File: src/rtl/vault_quorum_lock_ctrl.sv
// Quorum-authorised vault lock: synchronised switches, arming hold-off, unlock timeout, blinking LED bar.
// Define VAULT_AUDIT_EN to build the saturating unlock audit counter; otherwise unlock_count is tied to 0.
//  state        | meaning
//  LOCKED       | solenoid closed, waiting for quorum
//  ARMING       | quorum present, must stay stable for ARM_CYCLES
//  UNLOCKED     | solenoid released, LED bar blinking
//  RELEASE_WAIT | unlock timed out, waiting for P and every VP to be released
module vault_quorum_lock_ctrl #(
    parameter int NUM_VP            = 2,
    parameter int P_VP_MIN          = 1,
    parameter int OPEN_VP_MIN       = 2,
    parameter int ARM_CYCLES        = 4,
    parameter int UNLOCK_CYCLES     = 64,
    parameter int BLINK_HALF_CYCLES = 8,
    parameter int LED_W             = 7,
    parameter int AUDIT_W           = 8
) (
    input  logic                        clk,
    input  logic                        rst,
    input  logic                        P,
    input  logic [NUM_VP-1:0]           VP,
    input  logic                        Open,
    output logic [LED_W-1:0]            LED,
    output logic                        Unlock,
    output logic                        timeout,
    output logic [$clog2(NUM_VP+1)-1:0] vp_count,
    output logic [AUDIT_W-1:0]          unlock_count
);
    localparam int VPC_W   = $clog2(NUM_VP + 1);
    localparam int ARM_W   = (ARM_CYCLES > 1) ? $clog2(ARM_CYCLES) : 1;
    localparam int HOLD_W  = (UNLOCK_CYCLES > 1) ? $clog2(UNLOCK_CYCLES) : 1;
    localparam int BLINK_W = (BLINK_HALF_CYCLES > 1) ? $clog2(BLINK_HALF_CYCLES) : 1;

    localparam logic [ARM_W-1:0]   ARM_LAST   = ARM_W'(ARM_CYCLES - 1);
    localparam logic [HOLD_W-1:0]  HOLD_LAST  = HOLD_W'(UNLOCK_CYCLES - 1);
    localparam logic [BLINK_W-1:0] BLINK_LAST = BLINK_W'(BLINK_HALF_CYCLES - 1);

    typedef enum logic [1:0] {
        ST_LOCKED       = 2'd0,
        ST_ARMING       = 2'd1,
        ST_UNLOCKED     = 2'd2,
        ST_RELEASE_WAIT = 2'd3
    } state_t;

    logic              r_p_s1, r_p_s2;
    logic              r_o_s1, r_o_s2;
    logic [NUM_VP-1:0] r_vp_s1, r_vp_s2;
    logic [VPC_W-1:0]  r_vp_count;
    logic [VPC_W-1:0]  w_vp_pop;

    state_t             r_state;
    logic [ARM_W-1:0]   r_arm_cnt;
    logic [HOLD_W-1:0]  r_hold_cnt;
    logic [BLINK_W-1:0] r_blink_cnt;
    logic [LED_W-1:0]   r_led;
    logic               r_unlock;
    logic               r_timeout;

    logic w_auth;
    logic w_arm_done;
    logic w_timeout_hit;
    logic w_all_released;

    // Popcount is taken from stage 1 so the registered count lines up with stage 2.
    always_comb begin
        w_vp_pop = '0;
        for (int i = 0; i < NUM_VP; i++) begin
            w_vp_pop = w_vp_pop + VPC_W'(r_vp_s1[i]);
        end
    end

    always_ff @(posedge clk or posedge rst) begin
        if (rst) begin
            r_p_s1     <= 1'b0;
            r_p_s2     <= 1'b0;
            r_o_s1     <= 1'b0;
            r_o_s2     <= 1'b0;
            r_vp_s1    <= '0;
            r_vp_s2    <= '0;
            r_vp_count <= '0;
        end else begin
            r_p_s1     <= P;
            r_p_s2     <= r_p_s1;
            r_o_s1     <= Open;
            r_o_s2     <= r_o_s1;
            r_vp_s1    <= VP;
            r_vp_s2    <= r_vp_s1;
            r_vp_count <= w_vp_pop;
        end
    end

    assign w_auth = (r_p_s2 && (int'(r_vp_count) >= P_VP_MIN))
                 || (r_o_s2 && r_p_s2)
                 || (r_o_s2 && (int'(r_vp_count) >= OPEN_VP_MIN));

    assign w_arm_done     = (r_state == ST_ARMING) && w_auth && (r_arm_cnt == ARM_LAST);
    assign w_timeout_hit  = (UNLOCK_CYCLES != 0) && (r_hold_cnt == HOLD_LAST);
    assign w_all_released = !r_p_s2 && (r_vp_s2 == '0);

    always_ff @(posedge clk or posedge rst) begin
        if (rst) begin
            r_state     <= ST_LOCKED;
            r_arm_cnt   <= '0;
            r_hold_cnt  <= '0;
            r_blink_cnt <= '0;
            r_led       <= '0;
            r_unlock    <= 1'b0;
            r_timeout   <= 1'b0;
        end else begin
            case (r_state)
                ST_LOCKED: begin
                    if (w_auth) begin
                        r_state   <= ST_ARMING;
                        r_arm_cnt <= '0;
                    end
                end
                ST_ARMING: begin
                    if (!w_auth) begin
                        r_state <= ST_LOCKED;
                    end else if (w_arm_done) begin
                        r_state     <= ST_UNLOCKED;
                        r_hold_cnt  <= '0;
                        r_blink_cnt <= '0;
                        r_led       <= '1;
                        r_unlock    <= 1'b1;
                    end else begin
                        r_arm_cnt <= r_arm_cnt + ARM_W'(1);
                    end
                end
                ST_UNLOCKED: begin
                    // Loss of quorum wins over a coincident timeout.
                    if (!w_auth) begin
                        r_state  <= ST_LOCKED;
                        r_unlock <= 1'b0;
                        r_led    <= '0;
                    end else if (w_timeout_hit) begin
                        r_state   <= ST_RELEASE_WAIT;
                        r_unlock  <= 1'b0;
                        r_led     <= '0;
                        r_timeout <= 1'b1;
                    end else begin
                        if (UNLOCK_CYCLES != 0) begin
                            r_hold_cnt <= r_hold_cnt + HOLD_W'(1);
                        end
                        if (r_blink_cnt == BLINK_LAST) begin
                            r_blink_cnt <= '0;
                            r_led       <= ~r_led;
                        end else begin
                            r_blink_cnt <= r_blink_cnt + BLINK_W'(1);
                        end
                    end
                end
                ST_RELEASE_WAIT: begin
                    if (w_all_released) begin
                        r_state   <= ST_LOCKED;
                        r_timeout <= 1'b0;
                    end
                end
                default: begin
                    r_state <= ST_LOCKED;
                end
            endcase
        end
    end

`ifdef VAULT_AUDIT_EN
    logic [AUDIT_W-1:0] r_unlock_count;

    always_ff @(posedge clk or posedge rst) begin
        if (rst) begin
            r_unlock_count <= '0;
        end else if (w_arm_done && (r_unlock_count != '1)) begin
            r_unlock_count <= r_unlock_count + AUDIT_W'(1);
        end
    end

    assign unlock_count = r_unlock_count;
`else
    assign unlock_count = '0;
`endif

    assign LED      = r_led;
    assign Unlock   = r_unlock;
    assign timeout  = r_timeout;
    assign vp_count = r_vp_count;
endmodule
File: config.mk
export PLATFORM = sky130hd
export DESIGN_NAME = vault_quorum_lock_ctrl
export DESIGN_NICKNAME = d
export VERILOG_FILES = /design/src/rtl/vault_quorum_lock_ctrl.sv
export SDC_FILE = /design/constraint.sdc
export NUM_CORES = 1
export LEC_CHECK = 0
export CORE_MARGIN = 2
export CORE_UTILIZATION = 48
export DETAILED_ROUTE_END_ITERATION = 16
export PLACE_DENSITY = 0.77
export SLEW_MARGIN = 20
export SYNTH_ARGS = -nofsm -noshare
export SYNTH_HDL_FRONTEND = slang
export SYNTH_SLANG_ARGS = --single-unit
File: constraint.sdc
create_clock -name clk -period 2 [get_ports clk]
set_clock_uncertainty 0.15 [all_clocks]
set_input_delay 0.2 -clock clk [delete_from_list [all_inputs] [get_ports clk]]
set_output_delay 0.2 -clock clk [all_outputs]
set_load 0.05 [all_outputs]
==> out/results.txt, run 1 <==
number of antenna violations at the first check in global routing - 0
Via density - 5.59
number of levels the H-tree was split into - 2
vias in the first global route - 1250
maximum operating frequency - 0.515 GHz
Largest stage delay, worst path - 0.42 ns
data arrival time of the worst path - 2.02 ns
full die area - 0.00391 mm²
average wire length per cell after detail routing - 15.1 µm
count of boundary I/O pins - 25
required time of the critical path - 2.08 ns
outcome - finished clean
critical path's slowest cell - sky130_fd_sc_hd__dfrtp_1
sum of routed wire length over all layers - 3330 µm
via total after detailed routing - 1235
Static Leak - 0.000893 µW
Seq. cell area - 802 µm²
class of the tightest hold or removal check - input port to async pin
Yosys cell types - 42
synthesized area per cell - 11.5 µm²
global-route usage over all layers - 18.5%
FP Rows - 21
Die Wd - 62.5 µm
most instantiated flip-flop cell in the synthesis netlist - sky130_fd_sc_hd__dfrtp_1
largest voltage drop on the vdd net - 0.818 mV
clock slew at reported path FFs - 0.10 ns
fin nets - 189
met1 wire length - 1350 µm
overflow left after global routing - 0
fill cell total of the finished layout - 276
post-place instance area - 0.00189 mm²
top routing layer in use - met4
global-route wire length before repair - 5690 µm
count of routing violations after the opening detailed-route iteration - 31
met3 routed wirelength - 164 µm
Setup crit start - r_state[0]$_DFFE_PP0P_
largest area contributor in the netlist - sky130_fd_sc_hd__dfrtp_1
crit-path cells - inv_1 > ha_2 > buf_4 > nand3_1 > nand2_2 > mux2_2
deepest clock path buffer count - 2
setup repair after global routing missed its margin - yes
top cells by instance count after synthesis - sky130_fd_sc_hd__dfrtp_1 (32), sky130_fd_sc_hd__mux2_2 (10), sky130_fd_sc_hd__o21ai_0 (10), sky130_fd_sc_hd__ha_1 (9)
RD Place Congestion - 0.881
antenna fix cells - 0
Slew Limit Headroom - 65.9%
CP Class - register to register
post-route design area - 0.00202 mm²
pin slew with the least headroom to its limit - 0.509 ns
area of the core region - 0.00331 mm²
Post-synth ARST share - 100%
Power Dens Cells - 1330 mW/mm²
post-detailed-route DRC marker count - 0
proportion of total power due to net switching - 42.7%
pin count of the biggest net entering global routing - 33
reg2reg start - r_state[0]$_DFFE_PP0P_
proportion of netlist area held by the largest area contributor - 48.7%
length of the first detailed-routing pass in iterations - 4
share of layout cells above drive strength 1 - 26.3%
element type at the critical path start - register
vertical die dimension - 62.5 µm
Finished Core Util - 61.1%
overall power - 2690 µW
Period Utilization, post-route - 97.0%
hold_buf cts - 0
total of max-cap violations - 0
sequential fraction of the synthesis area - 48.7%
Antenna Nets Post-Route - 0
Combinational Power Share - 52.4%
warnings from Yosys - 0
synthesized instance count - 143
Internal Dissipation - 1540 µW
initial core utilization - 49.6%
final critical path time including I/O delays and setup - 1.94 ns
category of the worst setup path capture point - register
Max Fanout on Critical Path - 7
number of failing setup endpoints in the final timing report - 0
clock tree root buffer cell - sky130_fd_sc_hd__clkbuf_4
total of flip-flops plus latches after synthesis - 32
TritonCTS clock tree - done
met2 wirelength from detailed routing - 1730 µm
count of buffers inserted at the top-level ports - 16
most numerous cell in the Yosys netlist - sky130_fd_sc_hd__dfrtp_1
cts bufs inserted - 5
worst skew pair latency - 0.33 ns
area added between synthesis and finish - 23.2%
DP Wirelength - 2300 µm
clock share of power - 14.7%
leading post-synthesis cells by cell area - sky130_fd_sc_hd__dfrtp_1 (49%), sky130_fd_sc_hd__ha_1 (6.9%), sky130_fd_sc_hd__mux2_2 (6.9%)
total negative setup slack - 0 ns
area used by multi-input combinational logic - 828 µm²
filler-free cell count of the finished design - 221
number of hold-slack violations in the final timing report - 0
Seq pwr share - 32.9%
Final Slew Violations - 0
flop2flop setup slack - 0.06 ns
summed instance area of the synthesized netlist - 0.00164 mm²
switching power - 1150 µW
Cells after DPL - 211
Post-synth EDFFs - 0
clk sink count - 32
metal layers:
metal	up-vias	GRT usage, %
met3	10	4.50
li1	565	-
met1	607	21.5
met5	-	0
met4	0	9.44
met2	53	31.7
flip-flops by register name (all words and copies together), names as in the netlist:
name and count:
r_o_s2 1, r_state 2, vp_count 2, r_vp_s2 2
r_vp_s1 2, Unlock 1, r_p_s2 1, r_o_s1 1
r_p_s1 1, LED 7, r_blink_cnt 3, r_hold_cnt 6
timeout 1, r_arm_cnt 2
kinds of logic (layout without fill, tap and decap cells):
logic type               Yosys count  count (layout)  synth area share [%]
other                              1               8                 0.228
AND/OR/NAND/NOR                   38              39                  13.6
buffers and inverters             18              42                  5.94
flip-flops                        32              32                  48.7
adder cells (fa/ha/maj)            9               9                  6.85
multiplexers                      15              15                  9.90
AO/OA/AOI/OAI                     30              30                  14.7
power groups by stage:
stage / clock network [µW] / registers (µW) / logic [µW]
4_1_cts: 407 / 884 / 1310
6_report: 396 / 885 / 1410
3_3_place_gp: 0 / 883 / 1250
2_1_floorplan: 0 / 1140 / 665
5_1_grt: 443 / 906 / 1520
3_5_place_dp: 0 / 896 / 1290
worst paths after layout:
path,endpoint,cells past startpoint
worst max-delay path,r_hold_cnt[0]$_DFFE_PP0P_,6
worst min-delay path,r_hold_cnt[1]$_DFFE_PP0P_,3
worst max register to register,r_hold_cnt[0]$_DFFE_PP0P_,6
worst min register to register,r_p_s2$_DFF_PP0_,0
max in group asynchronous,vp_count[1]$_DFF_PP0_,3
min in group clk,r_p_s1$_DFF_PP0_,1
cell usage in the layout (no fill, tap or decap), types with 2 or more instances in the layout:
cell type / count
sky130_fd_sc_hd__nor2b_1: 3
sky130_fd_sc_hd__mux2i_1: 5
sky130_fd_sc_hd__nand2_1: 8
sky130_fd_sc_hd__dlymetal6s2s_1: 2
sky130_fd_sc_hd__buf_4: 10
sky130_fd_sc_hd__clkdlybuf4s50_1: 14
sky130_fd_sc_hd__mux2_2: 9
sky130_fd_sc_hd__inv_1: 8
sky130_fd_sc_hd__a22o_1: 2
sky130_fd_sc_hd__clkinvlp_4: 2
sky130_fd_sc_hd__nand3_1: 7
sky130_fd_sc_hd__o2bb2ai_1: 2
sky130_fd_sc_hd__ha_1: 7
sky130_fd_sc_hd__dfrtp_1: 31
sky130_fd_sc_hd__o21ai_0: 10
sky130_fd_sc_hd__nor2_1: 5
sky130_fd_sc_hd__nand2b_1: 2
sky130_fd_sc_hd__clkbuf_4: 5
sky130_fd_sc_hd__a21o_1: 2
sky130_fd_sc_hd__conb_1: 8
sky130_fd_sc_hd__ha_2: 2
stage by stage:
stage	hold WS, ns	setup slack [ns]
floorplan	0.0814	0.0556
global placement	0.187	0.0875
detailed placement	0.186	0.00702
CTS	0.121	0.00178
global route	0.132	-0.0180
finish	0.119	0.0594
cell type report:
cell class / count / share of cell area (%)
clock inverter: 2 / 0.742
clock buffer: 6 / 2.53
timing repair buffer: 26 / 11.9
inverter: 8 / 1.48
tap: 46 / 2.84
multi-input combinational: 101 / 40.9
sequential: 32 / 39.6
critical path: cells and delay by family, from the launching register on:
kind                       cells  cell delay (ns)
adders and majority gates      1             0.28
buffers and inverters          2             0.28
DFF                            1             0.42
muxes                          1             0.35
and+or+nand+nor                2             0.36
timing repair:
| action | 4_1_cts | 5_1_grt |
|---|---|---|
| buffers inserted | 0 | 1 |
| gates resized for setup | 0 | 13 |
| pin swaps | 1 | 3 |
| setup endpoints to repair | 7 | 16 |
| cloned | 0 | 1 |
Power figures use the tool's default switching activity.
==> run 2: changes to the inputs <==
- CAP_MARGIN: unset -> 30
- RECOVER_POWER: unset -> 100
==> run 2 against run 1 <==
  * Sequential power hardly changed
  * Power is 0.24% lower
  * Clock-buffer cell count stayed put
  * Highest routed layer unchanged
  * Critical endpoint unchanged
  * Cell area is 0.99% lower
  * Global-route usage stayed put
==> out/results.txt, run 2 (same netlist as run 1, synthesis figures left out) <==
cts bufs inserted - 5
peak-usage layer in the global routing report - met2
category of the worst setup path capture point - register
outcome - finished clean
global-route usage over all layers - 18.5%
most frequent cells in the layout - sky130_fd_sc_hd__dfrtp_1 (31), sky130_fd_sc_hd__o21ai_0 (10), sky130_fd_sc_hd__mux2_2 (9), sky130_fd_sc_hd__clkdlybuf4s50_1 (9), sky130_fd_sc_hd__buf_4 (9)
post-detailed-route DRC marker count - 0
Antenna Nets Post-Route - 0
Setup crit start - r_state[0]$_DFFE_PP0P_
flip-flop count of the largest register, all copies and words added - 7
data arrival time of the worst path - 2.03 ns
Crit Reg-Reg Endpoint - r_hold_cnt[0]$_DFFE_PP0P_
global-route wire length before repair - 5690 µm
hold path cells - 0
met3 usage in global routing - 4.50%
end point of the most critical hold path - r_p_s2$_DFF_PP0_
Die Wd - 62.5 µm
Period Utilization, post-route - 97.6%
post-place instance area - 0.00189 mm²
share of layout cells above drive strength 1 - 26.3%
number of levels the H-tree was split into - 2
M1 GR Usage - 21.5%
RD Place Congestion - 0.881
number of failing setup endpoints in the final timing report - 0
maximum operating frequency - 0.512 GHz
element type at the critical path start - register
hold_buf cts - 0
Final Worst Setup Slack - 0.0482 ns
count of routing violations after the opening detailed-route iteration - 34
leading cell type in the layout, fill and taps excluded - sky130_fd_sc_hd__dfrtp_1
FP Rows - 21
number of hold-slack violations in the final timing report - 0
clk sink count - 32
largest voltage drop on the vdd net - 0.817 mV
vertical die dimension - 62.5 µm
sum of routed wire length over all layers - 3310 µm
clock slew at reported path FFs - 0.10 ns
post-route design area - 0.00200 mm²
Power Dens Cells - 1340 mW/mm²
Slew Limit Headroom - 47.6%
average wire length per cell after detail routing - 15.0 µm
worst reg2reg path depth - 6
count of boundary I/O pins - 25
startpoint of the worst hold path - r_p_s1$_DFF_PP0_
class of the tightest hold or removal check - register to register
area of the core region - 0.00331 mm²
clock tree root buffer cell - sky130_fd_sc_hd__clkbuf_4
initial core utilization - 49.6%
TritonCTS clock tree - done
overflow left after global routing - 0
full die area - 0.00391 mm²
reg2reg start - r_state[0]$_DFFE_PP0P_
flop2flop setup slack - 0.05 ns
antenna fix cells - 0
total of max-cap violations - 0
area added between synthesis and finish - 22.0%
setup repair after global routing missed its margin - yes
via total after detailed routing - 1246
Via density - 5.64
number of antenna violations at the first check in global routing - 0
Max Fanout on Critical Path - 7
pin count of the biggest net entering global routing - 33
grt met2 use - 31.7%
Final Slew Violations - 0
CP Class - register to register
worst setup timing slack at the placement stage - 0.00702 ns
Static Leak - 0.000865 µW
vias in the first global route - 1250
worst skew pair latency - 0.33 ns
length of the first detailed-routing pass in iterations - 4
count of buffers inserted at the top-level ports - 16
required time of the critical path - 2.07 ns
DP Wirelength - 2300 µm
fin nets - 189
final critical path time including I/O delays and setup - 1.95 ns
deepest clock path buffer count - 2
pin slew with the least headroom to its limit - 0.786 ns
[run 2: changes by cell type in the layout (fill, tap and decap cells not counted)]
| cell | previous run | this run |
|---|---|---|
| sky130_fd_sc_hd__buf_4 | 10 | 9 |
| sky130_fd_sc_hd__clkbuf_2 | 0 | 1 |
| sky130_fd_sc_hd__clkbuf_1 | 0 | 2 |
| sky130_fd_sc_hd__dlygate4sd3_1 | 0 | 5 |
| sky130_fd_sc_hd__dlymetal6s2s_1 | 2 | 0 |
| sky130_fd_sc_hd__clkdlybuf4s50_1 | 14 | 9 |
[run 2: worst max-delay path, cell delays in order (launching register included)]
cell and delay [ns]:
sky130_fd_sc_hd__dfrtp_1 0.42, sky130_fd_sc_hd__inv_1 0.11, sky130_fd_sc_hd__ha_2 0.28, sky130_fd_sc_hd__buf_4 0.17, sky130_fd_sc_hd__nand3_1 0.17, sky130_fd_sc_hd__nand2_2 0.19
sky130_fd_sc_hd__mux2_2 0.35
[run 2: worst max-delay path by stage]
| stage | depth (start not counted) | slack (ns) | end |
|---|---|---|---|
| 3_5_place_dp | 5 | 0.007 | LED[4]$_DFFE_PP0P_ |
| 6_report | 6 | 0.05 | r_hold_cnt[0]$_DFFE_PP0P_ |
| 3_3_place_gp | 5 | 0.09 | LED[3]$_DFFE_PP0P_ |
| 2_1_floorplan | 4 | 0.06 | LED[0]$_DFFE_PP0P_ |
| 5_1_grt | 6 | -0.02 | r_hold_cnt[0]$_DFFE_PP0P_ |
| 4_1_cts | 5 | 0.002 | LED[4]$_DFFE_PP0P_ |
[run 2: metal layers]
layer	wire length (µm)	share of wire, %
met1	1370	41
met3	131	4.0
met4	94	2.8
met5	0	0
met2	1720	52
[run 2: cell type report]
cell class	count	area [µm²]
multi-input combinational	101	828
clock buffer	6	51.3
fill	280	1310
clock inverter	2	15.0
inverter	8	30.0
timing repair buffer	26	220
sequential	32	802
tap	46	57.6
[run 2: metrics by stage]
step	util [%]	cells	total power (µW)	TNS, ns	hold slack (ns)
after CTS	59.0	219	2600	0	0.121
final	60.5	221	2680	0	0.207
after detailed placement	57.0	211	2180	0	0.186
after global routing	60.5	221	2860	-0.0276	0.242
after floorplan	-	150	1800	0	0.0814
after global placement	57.0	211	2130	0	0.187
[run 2: power breakdown]
group / total [µW] / switching (µW) / leakage (µW) / internal (µW)
Clock: 395 / 224 / 0.0000305 / 171
Sequential: 886 / 101 / 0.000379 / 784
Combinational: 1400 / 824 / 0.000455 / 579
[run 2: what timing repair did]
| item | 4_1_cts | 5_1_grt |
|---|---|---|
| gates cloned | 0 | 1 |
| setup endpoints to repair | 7 | 16 |
| resized for setup | 0 | 13 |
| buffers inserted | 0 | 1 |
| pin swaps | 1 | 3 |
